<file path="config.mk">
export PLATFORM = sky130hd
export DESIGN_NAME = controller_flat
export DESIGN_NICKNAME = d
export VERILOG_FILES = /design/src/rtl/controller_pkg.sv /design/src/rtl/controller_if.sv /design/src/rtl/cond_logic.sv /design/src/rtl/controller.sv /design/src/flat_wrapper.sv
export SDC_FILE = /design/constraint.sdc
export NUM_CORES = 1
export LEC_CHECK = 0
export BUFFER_PORTS_ARGS = -buffer_cell sky130_fd_sc_hd__clkbuf_2
export CAP_MARGIN = 10
export CORE_MARGIN = 3
export CORE_UTILIZATION = 47
export CTS_CLUSTER_SIZE = 12
export DETAILED_ROUTE_END_ITERATION = 8
export PLACE_DENSITY = 0.83
export SYNTH_ARGS = -nofsm -noshare
export SYNTH_HDL_FRONTEND = slang
export SYNTH_SLANG_ARGS = --single-unit
export TNS_END_PERCENT = 50
</file>
<file path="constraint.sdc">
create_clock -name clk -period 4.9 [get_ports clk]
set_input_delay 0.49 -clock clk [delete_from_list [all_inputs] [get_ports clk]]
set_output_delay 0.49 -clock clk [all_outputs]
set_load 0.03 [all_outputs]
</file>
<file path="src/rtl/controller_pkg.sv">
// Shared types and encodings for the multicycle ARM-subset controller.
package controller_pkg;

    typedef enum logic [3:0] {
        StFetch,
        StDecode,
        StMemAdr,
        StMemRd,
        StMemWb,
        StMemWr,
        StExecuteR,
        StExecuteI,
        StAluWb,
        StBranch,
        StUnknown
    } state_e;

    localparam logic [1:0] ALU_ADD = 2'b00;
    localparam logic [1:0] ALU_SUB = 2'b01;
    localparam logic [1:0] ALU_AND = 2'b10;
    localparam logic [1:0] ALU_ORR = 2'b11;

    localparam logic [1:0] OP_DP  = 2'b00;
    localparam logic [1:0] OP_MEM = 2'b01;
    localparam logic [1:0] OP_BR  = 2'b10;

    localparam logic [3:0] COND_EQ = 4'h0;
    localparam logic [3:0] COND_NE = 4'h1;
    localparam logic [3:0] COND_CS = 4'h2;
    localparam logic [3:0] COND_CC = 4'h3;
    localparam logic [3:0] COND_MI = 4'h4;
    localparam logic [3:0] COND_PL = 4'h5;
    localparam logic [3:0] COND_VS = 4'h6;
    localparam logic [3:0] COND_VC = 4'h7;
    localparam logic [3:0] COND_HI = 4'h8;
    localparam logic [3:0] COND_LS = 4'h9;
    localparam logic [3:0] COND_GE = 4'hA;
    localparam logic [3:0] COND_LT = 4'hB;
    localparam logic [3:0] COND_GT = 4'hC;
    localparam logic [3:0] COND_LE = 4'hD;
    localparam logic [3:0] COND_AL = 4'hE;

    typedef struct packed {
        logic       irwrite;
        logic       nextpc;
        logic       adrsrc;
        logic [1:0] alusrca;
        logic [1:0] alusrcb;
        logic [1:0] resultsrc;
        logic       aluop;
        logic       regw;
        logic       memw;
        logic       branch;
    } ctrl_t;

    function automatic ctrl_t state_ctrl(state_e s);
        ctrl_t c;
        c = '0;
        case (s)
            StFetch: begin
                c.irwrite   = 1'b1;
                c.nextpc    = 1'b1;
                c.alusrca   = 2'b01;
                c.alusrcb   = 2'b10;
                c.resultsrc = 2'b10;
            end
            StDecode: begin
                c.alusrca   = 2'b01;
                c.alusrcb   = 2'b10;
                c.resultsrc = 2'b10;
            end
            StExecuteR: c.aluop = 1'b1;
            StExecuteI: begin
                c.aluop   = 1'b1;
                c.alusrcb = 2'b01;
            end
            StMemAdr: c.alusrcb = 2'b01;
            StMemRd:  c.adrsrc  = 1'b1;
            StMemWr: begin
                c.adrsrc = 1'b1;
                c.memw   = 1'b1;
            end
            StMemWb: begin
                c.resultsrc = 2'b01;
                c.regw      = 1'b1;
            end
            StAluWb: c.regw = 1'b1;
            StBranch: begin
                c.branch    = 1'b1;
                c.alusrcb   = 2'b01;
                c.resultsrc = 2'b10;
            end
            default: c = '0;
        endcase
        return c;
    endfunction

endpackage

</file>
<file path="src/rtl/controller_if.sv">
// Control/status bundle between the controller and the multicycle datapath.
interface controller_if;
    logic [31:12] Instr;
    logic [3:0]   ALUFlags;
    logic         PCWrite;
    logic         MemWrite;
    logic         RegWrite;
    logic         IRWrite;
    logic         AdrSrc;
    logic [1:0]   RegSrc;
    logic [1:0]   ImmSrc;
    logic [1:0]   ALUSrcA;
    logic [1:0]   ALUSrcB;
    logic [1:0]   ResultSrc;
    logic [1:0]   ALUControl;

    modport master (
        input  Instr, ALUFlags,
        output PCWrite, MemWrite, RegWrite, IRWrite, AdrSrc, RegSrc, ImmSrc,
               ALUSrcA, ALUSrcB, ResultSrc, ALUControl
    );

    modport slave (
        output Instr, ALUFlags,
        input  PCWrite, MemWrite, RegWrite, IRWrite, AdrSrc, RegSrc, ImmSrc,
               ALUSrcA, ALUSrcB, ResultSrc, ALUControl
    );
endinterface

</file>
<file path="src/rtl/cond_logic.sv">
// Held NZCV flags, condition evaluation and gating of the architectural write enables.
module cond_logic
    import controller_pkg::*;
(
    input  logic       clk,
    input  logic       reset,
    input  logic [3:0] cond,
    input  logic [3:0] alu_flags,
    input  logic [1:0] flag_w,
    input  logic       pcs,
    input  logic       reg_w,
    input  logic       mem_w,
    input  logic       next_pc,
    output logic       pc_write,
    output logic       reg_write,
    output logic       mem_write
);
    logic [1:0] nz_q;
    logic [1:0] cv_q;
    logic       cond_ex;
    logic       cond_ex_q;
    logic       n, z, c, v;

    assign {n, z} = nz_q;
    assign {c, v} = cv_q;

    always_comb begin
        cond_ex = 1'b0;
        case (cond)
            COND_EQ: cond_ex = z;
            COND_NE: cond_ex = ~z;
            COND_CS: cond_ex = c;
            COND_CC: cond_ex = ~c;
            COND_MI: cond_ex = n;
            COND_PL: cond_ex = ~n;
            COND_VS: cond_ex = v;
            COND_VC: cond_ex = ~v;
            COND_HI: cond_ex = c & ~z;
            COND_LS: cond_ex = ~c | z;
            COND_GE: cond_ex = (n == v);
            COND_LT: cond_ex = (n != v);
            COND_GT: cond_ex = ~z & (n == v);
            COND_LE: cond_ex = z | (n != v);
            COND_AL: cond_ex = 1'b1;
            default: cond_ex = 1'b0;
        endcase
    end

    // cond_ex_q carries the decision taken in DECODE/EXECUTE into the write cycle.
    always_ff @(posedge clk) begin
        if (reset) begin
            nz_q      <= 2'b00;
            cv_q      <= 2'b00;
            cond_ex_q <= 1'b0;
        end else begin
            cond_ex_q <= cond_ex;
            if (flag_w[1] & cond_ex) nz_q <= alu_flags[3:2];
            if (flag_w[0] & cond_ex) cv_q <= alu_flags[1:0];
        end
    end

    assign reg_write = reg_w & cond_ex_q;
    assign mem_write = mem_w & cond_ex_q;
    assign pc_write  = (pcs & cond_ex_q) | next_pc;
endmodule

</file>
<file path="src/rtl/controller.sv">
// Multicycle controller: instruction decode, FSM with registered controls, ALU decode.
// Optional CONTROLLER_CMP_EN adds CMP (Funct[4:1]=1010) with writeback suppressed.
module controller
    import controller_pkg::*;
(
    input  logic          clk,
    input  logic          reset,
    controller_if.master  bus
);
    logic [1:0] op;
    logic [5:0] funct;
    logic [3:0] rd;
    logic [3:0] cond;
    logic       is_cmp;
    logic       unused_rn;

    assign cond      = bus.Instr[31:28];
    assign op        = bus.Instr[27:26];
    assign funct     = bus.Instr[25:20];
    assign rd        = bus.Instr[15:12];
    assign unused_rn = ^bus.Instr[19:16];

`ifdef CONTROLLER_CMP_EN
    assign is_cmp = (op == OP_DP) && (funct[4:1] == 4'b1010);
`else
    assign is_cmp = 1'b0;
`endif

    state_e state_q, state_d;
    ctrl_t  ctrl_q, ctrl_d;

    always_comb begin
        state_d = StFetch;
        case (state_q)
            StFetch: state_d = StDecode;
            StDecode: begin
                case (op)
                    OP_DP:   state_d = funct[5] ? StExecuteI : StExecuteR;
                    OP_MEM:  state_d = StMemAdr;
                    OP_BR:   state_d = StBranch;
                    default: state_d = StUnknown;
                endcase
            end
            StMemAdr:   state_d = funct[0] ? StMemRd : StMemWr;
            StMemRd:    state_d = StMemWb;
            StExecuteR: state_d = StAluWb;
            StExecuteI: state_d = StAluWb;
            default:    state_d = StFetch;
        endcase
    end

    always_comb begin
        ctrl_d = state_ctrl(state_d);
        if ((state_d == StAluWb) && is_cmp) ctrl_d.regw = 1'b0;
    end

    // Controls are registered alongside the state so they are glitch-free in each state.
    always_ff @(posedge clk) begin
        if (reset) begin
            state_q <= StFetch;
            ctrl_q  <= state_ctrl(StFetch);
        end else begin
            state_q <= state_d;
            ctrl_q  <= ctrl_d;
        end
    end

    logic [1:0] alu_control;
    logic [1:0] flag_w;

    always_comb begin
        alu_control = ALU_ADD;
        flag_w      = 2'b00;
        if (ctrl_q.aluop) begin
            case (funct[4:1])
                4'b0100: alu_control = ALU_ADD;
                4'b0010: alu_control = ALU_SUB;
                4'b0000: alu_control = ALU_AND;
                4'b1100: alu_control = ALU_ORR;
                default: alu_control = ALU_ADD;
            endcase
            flag_w[1] = funct[0];
            flag_w[0] = funct[0] & ((alu_control == ALU_ADD) || (alu_control == ALU_SUB));
            if (is_cmp) begin
                alu_control = ALU_SUB;
                flag_w      = 2'b11;
            end
        end
    end

    logic pcs;
    assign pcs = ((rd == 4'hF) & ctrl_q.regw) | ctrl_q.branch;

    cond_logic u_cond_logic (
        .clk       (clk),
        .reset     (reset),
        .cond      (cond),
        .alu_flags (bus.ALUFlags),
        .flag_w    (flag_w),
        .pcs       (pcs),
        .reg_w     (ctrl_q.regw),
        .mem_w     (ctrl_q.memw),
        .next_pc   (ctrl_q.nextpc),
        .pc_write  (bus.PCWrite),
        .reg_write (bus.RegWrite),
        .mem_write (bus.MemWrite)
    );

    assign bus.IRWrite    = ctrl_q.irwrite;
    assign bus.AdrSrc     = ctrl_q.adrsrc;
    assign bus.ALUSrcA    = ctrl_q.alusrca;
    assign bus.ALUSrcB    = ctrl_q.alusrcb;
    assign bus.ResultSrc  = ctrl_q.resultsrc;
    assign bus.ALUControl = alu_control;
    assign bus.RegSrc     = {op == OP_MEM, op == OP_BR};
    assign bus.ImmSrc     = op;
endmodule

</file>
<file path="src/flat_wrapper.sv">
// flat-port wrapper written by rule: the top's interface ports become plain ports
module controller_flat import controller_pkg::*;
  (clk, reset, bus_Instr, bus_ALUFlags, bus_PCWrite, bus_MemWrite, bus_RegWrite, bus_IRWrite, bus_AdrSrc, bus_RegSrc, bus_ImmSrc, bus_ALUSrcA, bus_ALUSrcB, bus_ResultSrc, bus_ALUControl);
  controller_if bus_i ();
  input  logic clk;
  input  logic reset;
  input wire logic [$bits(bus_i.Instr)-1:0] bus_Instr;
  input wire logic [$bits(bus_i.ALUFlags)-1:0] bus_ALUFlags;
  output wire logic [$bits(bus_i.PCWrite)-1:0] bus_PCWrite;
  output wire logic [$bits(bus_i.MemWrite)-1:0] bus_MemWrite;
  output wire logic [$bits(bus_i.RegWrite)-1:0] bus_RegWrite;
  output wire logic [$bits(bus_i.IRWrite)-1:0] bus_IRWrite;
  output wire logic [$bits(bus_i.AdrSrc)-1:0] bus_AdrSrc;
  output wire logic [$bits(bus_i.RegSrc)-1:0] bus_RegSrc;
  output wire logic [$bits(bus_i.ImmSrc)-1:0] bus_ImmSrc;
  output wire logic [$bits(bus_i.ALUSrcA)-1:0] bus_ALUSrcA;
  output wire logic [$bits(bus_i.ALUSrcB)-1:0] bus_ALUSrcB;
  output wire logic [$bits(bus_i.ResultSrc)-1:0] bus_ResultSrc;
  output wire logic [$bits(bus_i.ALUControl)-1:0] bus_ALUControl;
  assign bus_i.Instr = bus_Instr;
  assign bus_i.ALUFlags = bus_ALUFlags;
  assign bus_PCWrite = bus_i.PCWrite;
  assign bus_MemWrite = bus_i.MemWrite;
  assign bus_RegWrite = bus_i.RegWrite;
  assign bus_IRWrite = bus_i.IRWrite;
  assign bus_AdrSrc = bus_i.AdrSrc;
  assign bus_RegSrc = bus_i.RegSrc;
  assign bus_ImmSrc = bus_i.ImmSrc;
  assign bus_ALUSrcA = bus_i.ALUSrcA;
  assign bus_ALUSrcB = bus_i.ALUSrcB;
  assign bus_ResultSrc = bus_i.ResultSrc;
  assign bus_ALUControl = bus_i.ALUControl;
  controller u_core (.clk(clk), .reset(reset), .bus(bus_i));
endmodule
</file>
==> impl_summary.md, run 1 <==
Synth
The post-synthesis compound-gate area fraction came to 0.165. The largest family of logic cells by synthesized area is simple AND/OR/NAND/NOR gates. Of the total synthesized cell area, the portion taken by XOR and XNOR cells is 0.0154. Counting every instance in the synthesized netlist gives 130.

The mean area per synthesized cell is 8.73 sq um. The synthesized netlist contains 42 unique library cells. Of the total synthesized cell area, the portion taken by full adders, half adders and majority gates is 0. The portion of netlist area occupied by mux cells is 0.0761.

Counting flops with a built-in enable in the synthesized netlist gives 0. The flip-flop and latch count after synthesis is 19. Among all flip-flop cells after synthesis, the most frequent one is dfxtp_1. The synthesized netlist occupies a cell area of 1130 sq um.

In the synthesized netlist the async set-or-reset flop fraction comes to 0. Of the total synthesized cell area, the portion taken by AND, OR, NAND and NOR gates is 0.312. The Yosys step of the flow raised 0 warnings.

Counting every net in the synthesized netlist gives 156. For this run, the register share of the synthesized area comes to 0.335.

Hold path
The path category of the worst min-delay check is primary input to flop.

Worst setup path
The most frequent cell on the critical path is clkbuf_2. On the worst path, the slowest cell contributes a delay of 450 ps. The number of buffers and inverters on the critical path is 2.

Data arrives at the worst endpoint at 1400 ps. The launching element type of the critical path is a primary input. The highest net fanout along the worst path is 3.

The worst setup path is captured at a primary output. Traced cell by cell, the critical path runs through clkbuf_2, or3b_2, a21oi_1, clkbuf_2. The start-to-end type of the worst setup path is primary input to primary output. The worst-path cell with the longest stage delay is or3b_2.

Among cell families on the critical path, the largest total delay comes from simple AND/OR/NAND/NOR gates. The required time of the worst setup path is 4410 ps.

Clocking
TritonCTS created 3 clock buffers. The CTS tree is yes. The clock-pin transition on the worst setup and hold timing paths is 100 ps.

The post-CTS setup buffer count is 0. Post-CTS repair changed the size of 0 cells. In this run the clock root is driven by a clkbuf_4. For this design, the CTS-stage hold fixing added 0 buffers. The H-tree depth is 1. In this run the deepest clock path goes through 2 buffers. The clock latency reported for the late side of the worst-skew pair is 290 ps.

The number of clock sinks is 19.

Drt
In the routed layout, each cell is associated on average with a via count of 5.54. The first-pass iteration count of the detailed router is 4. The routed length per placed instance is 12.7 um.

The count of nets left with antenna violations once routing finished came out at 0. For this block, the initial DRC count from the detailed router was 19. The number of vias after detailed routing is 1,031. In the routed design, unresolved DRC markers number 0. The routed design has 2360 um of wire.

Place
The setup slack after placement is 2800 ps. Detailed placement finished with a half-perimeter wire length of 1840 um. Port buffering added 37 buffers. The congestion estimate from routability-driven global placement came to 0.740. The placed instances occupy a cell area of 1260 sq um.

Power and ir drop
VDD sags by at most 216 uV. The net switching power figure is 113 uW. Of the total power, the share spent switching nets is 0.329. For this design the ratio of total power to cell area is 266 nW/um^2. Of the total power, the clock network draws 0.224.

The share of total power dissipated in sequential elements is 0.498. The logic gate share of total power is 0.278. The total leakage power is 0.000582 uW. The design internal power is 230 uW.

Die
The full die area is 3040 sq um. The number of primary I/O pins is 43. In this run the vertical extent of the chip is 55.1 um. The initial utilization of the core area, before any placement, comes to 0.503. The die is 55.1 um wide.

The site row count is 17. The standard cell core area is 2250 sq um.

Timing
The final cycle utilization of the critical path is 0.386. Between clock sinks in the finished design, the worst skew comes to 7.29 ps. The count of pins over their slew limit is 0. In the post-route analysis, the smallest setup slack over all paths is 3010 ps. The tightest hold path in the finished design has a slack of 441 ps. The worst path needs 1890 ps of the cycle, external delays included. The final setup TNS is 0 ps. Setup violations remaining at the end of the flow were counted as 0.

Setup repair after global routing left no endpoint under its margin. The maximum clock frequency is 0.529 GHz. The final hold violation count is 0.

Global route
Across every metal layer, demand over resource in global routing totals 0.160. The first-pass GRT wire length is 3550 um. The via count of the first global-routing pass is 880. The largest net degree at the start of global routing is 20. The total overflow reported by the global router is 0. The number of antenna violations at the first check in global routing is 0.

Final layout
The utilization after layout is 0.573. Relative to the synthesized area, the layout overhead comes to 13.9%. The total of fill cells in the finished design is 217. The repair_antennas step left the layout with diodes totalling 0. After the last flow step, the layout net total stands at 185. The fraction of final layout cells with drive strength greater than 1 is 0.310. After routing the design area is 1290 sq um.

Job
Across the run, the number of max-cap violations was 0.

Outcome
The run finished with clean final reports.
sequential cells by signal (all words and copies together) (netlist names):
name / cells
u_core.bus.AdrSrc: 1
u_core.ctrl_q: 5
u_core.state_q: 4
u_core.bus.ResultSrc: 2
u_core.u_cond_logic.cv_q: 2
u_core.bus.ALUSrcB: 2
u_core.u_cond_logic.cond_ex_q: 1
u_core.u_cond_logic.nz_q: 2
final timing paths:
| check | from | to | slack, ps | depth (start not counted) |
|---|---|---|---|---|
| setup / recovery | bus_Instr[11] | bus_ALUControl[0] | 3010 | 4 |
| hold / removal | bus_ALUFlags[0] | u_core.u_cond_logic.cv_q[0] | 440 | 3 |
| setup reg to reg | u_core.u_cond_logic.nz_q[1] | u_core.u_cond_logic.nz_q[1] | 3110 | 5 |
| hold reg to reg | u_core.u_cond_logic.cv_q[1] | u_core.u_cond_logic.cv_q[1] | 550 | 2 |
layer usage:
layer,global-route usage,up-vias,share of wire
li1,-,513,-
met1,0.186,485,0.43
met2,0.291,31,0.50
met3,0.0268,2,0.062
met4,0.0607,0,0.0051
met5,0,-,0
cells in the mapped netlist, types with 4 or more instances:
library cell | instances | area (sq um)
buf_4 | 9 | 67.6
dfxtp_1 | 19 | 380
nor2_1 | 7 | 26.3
mux2i_1 | 6 | 60.1
nand2b_1 | 15 | 93.8
inv_1 | 4 | 15.0
nand2_1 | 9 | 33.8
a21oi_1 | 4 | 20.0
a31oi_1 | 4 | 25.0
nor3_1 | 4 | 20.0
cells in the final DEF, fill, tap and decap left out, drive strengths merged, types with 2 or more instances in the layout:
cell type  count
a21o           3
a21oi          4
a31o           2
a31oi          4
and2           4
and3           3
clkbuf        40
dfxtp         19
inv            4
mux2           2
mux2i          6
nand2          9
nand2b        15
nand3b         2
nor2           7
nor2b          3
nor3           4
nor3b          3
nor4b          2
o22ai          2
o311ai         2
xor2           2
worst reg2reg max path: cells and delay by family, from the launching register on:
kind | cells | cell delay (ps)
compound gates | 3 | 580
flops | 1 | 370
mux | 1 | 240
simple gates | 1 | 530
per-stage QoR:
step / total power, uW / instances
after global placement: 265 / 182
after global routing: 363 / 186
after detailed placement: 270 / 182
after CTS: 347 / 186
final: 343 / 186
after floorplan: 250 / 130
layout make-up:
class                           instances  area (sq um)  share of cell area
Sequential cell                        19           380               0.294
Tap cell                               28          35.0              0.0271
Clock buffer                            3          22.5              0.0174
Multi-Input combinational cell         94           649               0.502
Timing Repair Buffer                   37           185               0.143
Inverter                                4          15.0              0.0116
Clock inverter                          1          5.00             0.00387
power groups by stage:
stage | combinational, uW | sequential [uW] | clock (uW)
after floorplan | 72.5 | 177 | 0
after global placement | 91.6 | 174 | 0
after detailed placement | 95.4 | 174 | 0
after CTS | 96.0 | 171 | 80.1
after global routing | 105 | 172 | 86.5
final | 95.5 | 171 | 77.0
logic make-up after synthesis:
kind of cell,after synthesis
XOR/XNOR,2
other,1
AND/OR/NAND/NOR,59
flip-flops,19
buffers and inverters,17
AO/OA/AOI/OAI,24
multiplexers,8
No activity file was read; power rests on OpenSTA's default activity.
==> run 2, diff against run 1 <==
--- a/config.mk
+++ b/config.mk
@@ -8,10 +8,10 @@
 export BUFFER_PORTS_ARGS = -buffer_cell sky130_fd_sc_hd__clkbuf_2
 export CAP_MARGIN = 10
 export CORE_MARGIN = 3
-export CORE_UTILIZATION = 47
+export CORE_UTILIZATION = 43
 export CTS_CLUSTER_SIZE = 12
 export DETAILED_ROUTE_END_ITERATION = 8
-export PLACE_DENSITY = 0.83
+export PLACE_DENSITY = 0.8
 export SYNTH_ARGS = -nofsm -noshare
 export SYNTH_HDL_FRONTEND = slang
 export SYNTH_SLANG_ARGS = --single-unit
==> constraint.sdc (replaced) <==
create_clock -name clk -period 1.7 [get_ports clk]
set_input_delay 0.17 -clock clk [delete_from_list [all_inputs] [get_ports clk]]
set_output_delay 0.17 -clock clk [all_outputs]
set_load 0.03 [all_outputs]
==> run 2 against run 1 <==
- the run now ends with negative setup slack left
- utilization increased by 2.2 points
- critical path depth increased by 1
- wire length up 7.4%
- largest power group unchanged
==> impl_summary.md, run 2 (synthesis gave the netlist of run 1 again) <==
Outcome
Run status: finished with violations (was finished, final reports clean). The final reports fail on negative setup slack.

Job
The number of maximum-capacitance violations came to 0 (unchanged).

Global route
The met3 track demand over resource in global routing came to 0.0271 (was 0.0268). The total overflow reported by the global router was 0 (unchanged). The met1 usage is 0.187 (was 0.186). The largest net degree at the start of global routing is 20 (unchanged). The first-pass GRT wire length is 4280 um (was 3550 um). The met2 track utilization from global routing was 0.290 (was 0.291).

The global-route usage over all layers is 0.157 (was 0.160). The number of antenna violations at the first check in global routing is 0 (unchanged). The via count of the first global-routing pass came to 1,027 (was 880). The busiest metal layer after global routing is met2 (unchanged).

Timing
The final hold violation count is 0 (unchanged). Dividing the final minimum period by the clock period gives 1.02. The final hold slack is 97.8 ps (was 441 ps). The maximum clock frequency is 0.579 GHz. The worst pin sits at a relative slew slack of 0.661.

The worst clock skew on the final layout is 2.96 ps (was 7.29 ps). The post-layout worst setup margin is -26.8 ps (was 3010 ps). The count of pins over their slew limit is 0 (unchanged). The minimum clock period after layout is 1730 ps.

The number of failing setup endpoints in the final timing report is 3 (was 0). Unrepaired setup endpoints after global routing: true (was false). The measured slew at the worst slew-check pin is 504 ps.

Drt
The average vias per placed instance is 5.50 (was 5.54). The number of routed nets with antenna violations is 0 (unchanged). The first-pass iteration count of the detailed router is 4 (unchanged). The violation count after the first detailed-routing iteration came to 23 (was 19).

The routed wire length is 2530 um (was 2360 um). The number of vias after detailed routing was 1,061 (was 1,031). The number of remaining DRC errors is 0 (unchanged). The routed length per placed instance came to 13.1 um (was 12.7 um).

Clocking
The total clock buffers created by CTS is 3 (unchanged). The clock-pin transition on the worst setup and hold timing paths came to 100 ps (about the same). The H-tree depth came to 1 (unchanged). The CTS tree is yes (unchanged). The number of buffers inserted by hold repair at cts was 0 (unchanged). The clock latency reported for the late side of the worst-skew pair is 290 ps (about the same). The number of clock sinks came to 19 (unchanged). The buffer depth of the longest clock path is 2 (unchanged). The master cell of the clock root buffer is clkbuf_4 (unchanged).

Final layout
The combined flip-flop and latch cell area is 384 sq um (was 380 sq um). The most common cell after layout, fill and taps aside was clkbuf_2 (unchanged). Biggest registers after layout: u_core.ctrl_q: 5 flops, u_core.state_q: 4 flops (unchanged).

The area of the multi-input gates was 708 sq um (was 649 sq um). The number of standard cells in the final layout excluding fillers was 193 (was 186). Highest-count cells in the layout ignoring fill and taps: 37 x clkbuf_2, 16 x dfxtp_1, 15 x nand2b_1 (was 37 x clkbuf_2, 19 x dfxtp_1, 15 x nand2b_1).

The area growth from synthesis to final layout is 23.9% (was 13.9%). The top register by number of flip-flops is u_core.ctrl_q (unchanged). The number of flip-flops under the largest register name is 5 (unchanged). The total of fill cells in the finished design is 204 (was 217). The fraction of final layout cells with drive strength greater than 1 is 0.382 (was 0.310). The final antenna diode count was 0 (unchanged). The count of nets after finishing is 192 (was 185).

Place
The quantity of I/O buffers inserted on ports came to 37 (unchanged). The final HPWL from detailed placement is 1920 um (was 1840 um). The routability congestion estimate came to 0.749 (was 0.740).

The cell count after placement is 188 (was 182). The setup slack after placement is -77.1 ps (was 2800 ps).

Die
The horizontal extent of the die is 57.4 um (was 55.1 um). The full die area is 3290 sq um (was 3040 sq um). The starting density of the core is 0.481 (was 0.503).

The number of primary I/O pins is 43 (unchanged). The site row count is 17 (unchanged). The die height came to 57.4 um (was 55.1 um). The standard cell core area is 2360 sq um (was 2250 sq um).

Worst setup path
The capturing element type of the critical path was a flop (was primary output). The highest net fanout along the worst path is 4 (was 3). The launching element type of the critical path was a flop (was primary input). The arrival time reported for the critical path endpoint was 1950 ps (was 1400 ps). The start-to-end type of the worst setup path is flop to flop (was primary input to primary output).

The required time of the worst setup path is 1920 ps (was 4410 ps).

Power and ir drop
The power per standard cell area came to 719 nW/um^2 (was 266 nW/um^2). The worst vdd rail ir drop was 716 uV (was 216 uV). The total leakage power came to 0.000626 uW (was 0.000582 uW).

Hold path
The path category of the worst min-delay check was primary input to flop (unchanged).
-- run 2: cell count changes in the layout (fill, tap and decap cells not counted), sizes merged --
| cell | change |
|---|---|
| clkbuf | +1 |
| clkinv | -1 |
| buf | +7 |
-- run 2: worst max-delay path, cell delays in order (launching register included) --
cell	delay (ps)
dfxtp_2	360
or4b_4	550
a31oi_4	170
a2111oi_4	70
a31oi_2	300
mux2i_1	210
-- run 2: per-stage QoR --
stage               TNS, ps  power, uW  utilization  cell area (sq um)
finish                -41.0       1010        0.596               1410
CTS                   -40.3       1020        0.592               1400
global placement          0        777        0.555               1310
detailed placement     -246        789        0.555               1310
global route           -382       1070        0.596               1410
floorplan                 0        720            -               1130
-- run 2: final timing paths --
kind / start / end / slack, ps / cells past startpoint
hold / removal: bus_ALUFlags[3] / u_core.u_cond_logic.nz_q[1] / 100 / 3
hold reg to reg: u_core.u_cond_logic.cv_q[0] / u_core.u_cond_logic.cv_q[0] / 530 / 2
setup / recovery: u_core.u_cond_logic.nz_q[1] / u_core.u_cond_logic.nz_q[0] / -30 / 5
setup reg to reg: u_core.u_cond_logic.nz_q[1] / u_core.u_cond_logic.nz_q[0] / -30 / 5
-- run 2: cell type report --
cell class,instances,area share
flip-flops and latches,19,0.273
repair buffers,44,0.169
inverters,4,0.0107
clock buffers,4,0.0187
well taps,28,0.0249
multi-input cells,94,0.504
-- run 2: repair_timing --
item                       4_1_cts  5_1_grt
gates cloned                     0        0
pin swaps                        3        2
gates resized for setup         10        1
buffers inserted                 1        0
setup endpoints to repair        4        4
-- run 2: where the power goes --
group	internal (uW)	switching (uW)	total [uW]
sequential	476	14.4	490
combinational	114	184	298
clock	91.3	131	223
total	681	330	1010
-- run 2: metal layers --
layer / part of all wire / up-vias
li1: - / 526
met1: 0.45 / 499
met2: 0.50 / 34
met3: 0.051 / 2
met4: 0.0067 / 0
met5: 0 / -
==> run 3, diff against run 2 <==
--- a/config.mk
+++ b/config.mk
@@ -7,11 +7,12 @@
 export LEC_CHECK = 0
 export BUFFER_PORTS_ARGS = -buffer_cell sky130_fd_sc_hd__clkbuf_2
 export CAP_MARGIN = 10
+export CORE_ASPECT_RATIO = 0.7
 export CORE_MARGIN = 3
-export CORE_UTILIZATION = 43
+export CORE_UTILIZATION = 47
 export CTS_CLUSTER_SIZE = 12
 export DETAILED_ROUTE_END_ITERATION = 8
-export PLACE_DENSITY = 0.8
+export PLACE_DENSITY = 0.83
 export SYNTH_ARGS = -nofsm -noshare
 export SYNTH_HDL_FRONTEND = slang
 export SYNTH_SLANG_ARGS = --single-unit
==> constraint.sdc (replaced) <==
create_clock -name clk -period 1.75 [get_ports clk]
set_input_delay 0.175 -clock clk [delete_from_list [all_inputs] [get_ports clk]]
set_output_delay 0.175 -clock clk [all_outputs]
set_load 0.03 [all_outputs]
==> run 3 against run 2 <==
- the run now ends clean
- final cell count down 0.52%
- first-iteration DRC count is 43% lower
- cell area about the same
- total power shrank 1.2%
- sequential power down 2%
- critical path type unchanged
- largest cell class unchanged
- largest power group unchanged
==> impl_summary.md, run 3 (synthesis gave the netlist of run 1 again) <==
Outcome
Run status: finished, final reports clean (was finished with violations).

Clocking
The number of buffers inserted by hold repair at cts is 0 (unchanged). The master cell of the clock root buffer is clkbuf_4 (unchanged). The H-tree depth was 1 (unchanged). The clock latency reported for the late side of the worst-skew pair is 310 ps (was 290 ps). The clock-pin transition on the worst setup and hold timing paths is 110 ps (was 100 ps).

The post-CTS setup buffer count came to 0 (was 1). The number of clock sinks was 19 (unchanged). The buffer depth of the longest clock path is 2 (unchanged).

The CTS tree is yes (unchanged). The total clock buffers created by CTS is 3 (unchanged).

Final layout
The top register by number of flip-flops is u_core.ctrl_q (unchanged). The most common cell after layout, fill and taps aside was clkbuf_2 (unchanged). The post-route cell area is 1410 sq um (about the same).

The area of the multi-input gates is 739 sq um (was 708 sq um). The combined flip-flop and latch cell area was 383 sq um (was 384 sq um). The total of fill cells in the finished design was 189 (was 204).

The area growth from synthesis to final layout is 23.8% (was 23.9%). The utilization after layout is 0.632 (was 0.596). The fraction of final layout cells with drive strength greater than 1 came to 0.369 (was 0.382). The number of standard cells in the final layout excluding fillers is 192 (was 193). Highest-count cells in the layout ignoring fill and taps: 37 x clkbuf_2, 17 x dfxtp_1, 15 x nand2b_1 (was 37 x clkbuf_2, 16 x dfxtp_1, 15 x nand2b_1).

Biggest registers after layout: u_core.ctrl_q: 5 flops, u_core.state_q: 4 flops (unchanged). The count of nets after finishing came to 187 (was 192). The number of flip-flops under the largest register name is 5 (unchanged). The final antenna diode count is 0 (unchanged).

Die
The starting density of the core was 0.510 (was 0.481). The site row count is 14 (was 17). The full die area is 3050 sq um (was 3290 sq um). The die height came to 47.1 um (was 57.4 um).

The number of primary I/O pins came to 43 (unchanged). The horizontal extent of the die is 64.7 um (was 57.4 um). The standard cell core area was 2220 sq um (was 2360 sq um).

Global route
The via count of the first global-routing pass is 867 (was 1,027). The number of antenna violations at the first check in global routing is 0 (unchanged). The largest net degree at the start of global routing is 20 (unchanged). The total overflow reported by the global router is 0 (unchanged). The first-pass GRT wire length is 3970 um (was 4280 um). The global-route usage over all layers was 0.173 (was 0.157).

Worst setup path
The launching element type of the critical path is a flop (unchanged). The critical path startpoint is u_core.u_cond_logic.nz_q[1] (unchanged). The highest net fanout along the worst path came to 6 (was 4). The start-to-end type of the worst setup path is flop to flop (unchanged).

The longest individual stage delay on the worst path was 560 ps (was 550 ps). The required time of the worst setup path is 1990 ps (was 1920 ps). The arrival time reported for the critical path endpoint was 1950 ps (about the same). Cells along the critical path: or4b_4, a31oi_4, a2111oi_4, a31oi_4, mux2i_1 (was or4b_4, a31oi_4, a2111oi_4, a31oi_2, mux2i_1).

The startpoint of the most critical register-to-register path is u_core.u_cond_logic.nz_q[1] (unchanged). The capturing element type of the critical path is a flop (unchanged). The cell that appears most often on the critical path is a31oi_4.

The worst-path cell with the longest stage delay is or4b_4 (unchanged).

Timing
The maximum clock frequency is 0.585 GHz (was 0.579 GHz). The final cycle utilization of the critical path is 0.977 (was 1.02). The worst clock skew on the final layout is 4.72 ps (was 2.96 ps). The worst slew slack as a fraction of its limit came to 0.608 (was 0.661).

Unrepaired setup endpoints after global routing: true (unchanged). The measured slew at the worst slew-check pin is 582 ps (was 504 ps). The final hold violation count is 0 (unchanged). The minimum clock period after layout is 1710 ps (was 1730 ps).

The number of failing setup endpoints in the final timing report is 0 (was 3). The count of pins over their slew limit came to 0 (unchanged).

Place
The cell count after placement is 188 (unchanged). The quantity of I/O buffers inserted on ports is 37 (unchanged). The final HPWL from detailed placement is 1850 um (was 1920 um). The cell area after placement is 1280 sq um (was 1310 sq um). The routability congestion estimate came to 0.770 (was 0.749).

Power and ir drop
The worst vdd rail ir drop is 344 uV (was 716 uV). The power per standard cell area is 711 nW/um^2 (was 719 nW/um^2). The total leakage power was 0.000604 uW (was 0.000626 uW).

Drt
The violation count after the first detailed-routing iteration is 13 (was 23). The number of remaining DRC errors is 0 (unchanged). The first-pass iteration count of the detailed router is 4 (unchanged). The average vias per placed instance is 5.41 (was 5.50). The number of vias after detailed routing is 1,038 (was 1,061). The routed wire length was 2670 um (was 2530 um).

The number of routed nets with antenna violations is 0 (unchanged). The routed length per placed instance is 13.9 um (was 13.1 um).

Job
The number of maximum-capacitance violations is 0 (unchanged).

Hold path
The startpoint of the lowest-slack hold path is bus_ALUFlags[0] (was bus_ALUFlags[3]). The path category of the worst min-delay check is primary input to flop (unchanged).
[run 3: cell count changes in the layout (fill, tap and decap cells not counted)]
cell      delta
a21oi_2      +1
dfxtp_2      -1
o311ai_4     +1
a21oi_1      -1
clkinv_2     +1
a31oi_4      +2
a31oi_2      -2
o311ai_2     -1
dfxtp_1      +1
buf_4        -5
clkbuf_1     -1
[run 3: worst max-delay path: cells and delay by family (launching register included)]
| family | cells | cell delay, ps |
|---|---|---|
| AND/OR/NAND/NOR | 1 | 560 |
| multiplexers | 1 | 200 |
| flip-flops | 1 | 370 |
| AO/OA/AOI/OAI | 3 | 520 |
[run 3: per-stage QoR]
stage / power (uW) / setup WS, ps / setup TNS (ps) / hold WS (ps)
after floorplan: 699 / 142 / 0 / 330
after global placement: 749 / 5.77 / 0 / 422
after detailed placement: 758 / -120 / -385 / 430
after CTS: 981 / -8.58 / -11.2 / 96.7
after global routing: 1040 / -23.5 / -52.2 / 114
final: 998 / 41.1 / 0 / 89.3
[run 3: layout make-up]
cell class / count / area share
Sequential cell: 19 / 0.272
Inverter: 4 / 0.0107
Tap cell: 32 / 0.0285
Multi-Input combinational cell: 94 / 0.526
Clock buffer: 3 / 0.0160
Clock inverter: 1 / 0.00356
Timing Repair Buffer: 39 / 0.142
[run 3: power by group]
part           switching (uW)  total, uW  internal [uW]
logic                     183        290            107
clock network             143        229           85.4
registers                18.2        480            462
total                     344        998            654
[run 3: timing repair]
item,CTS,global route
setup endpoints to repair,4,5
pin swaps,1,2
gates resized for setup,10,4
[run 3: final timing paths]
kind / end / slack (ps) / cells past startpoint
worst max-delay path: u_core.u_cond_logic.nz_q[0] / 40 / 5
worst min-delay path: u_core.u_cond_logic.cv_q[0] / 90 / 3
worst max register to register: u_core.u_cond_logic.nz_q[0] / 40 / 5
worst min register to register: u_core.u_cond_logic.nz_q[1] / 520 / 2
[run 3: layer usage]
layer / vias to the layer above / GRT usage / part of all wire
met2: 46 / 0.295 / 0.49
met1: 476 / 0.221 / 0.43
li1: 514 / - / -
met4: 0 / 0.0504 / 0.0056
met5: - / 0 / 0
met3: 2 / 0.0455 / 0.074
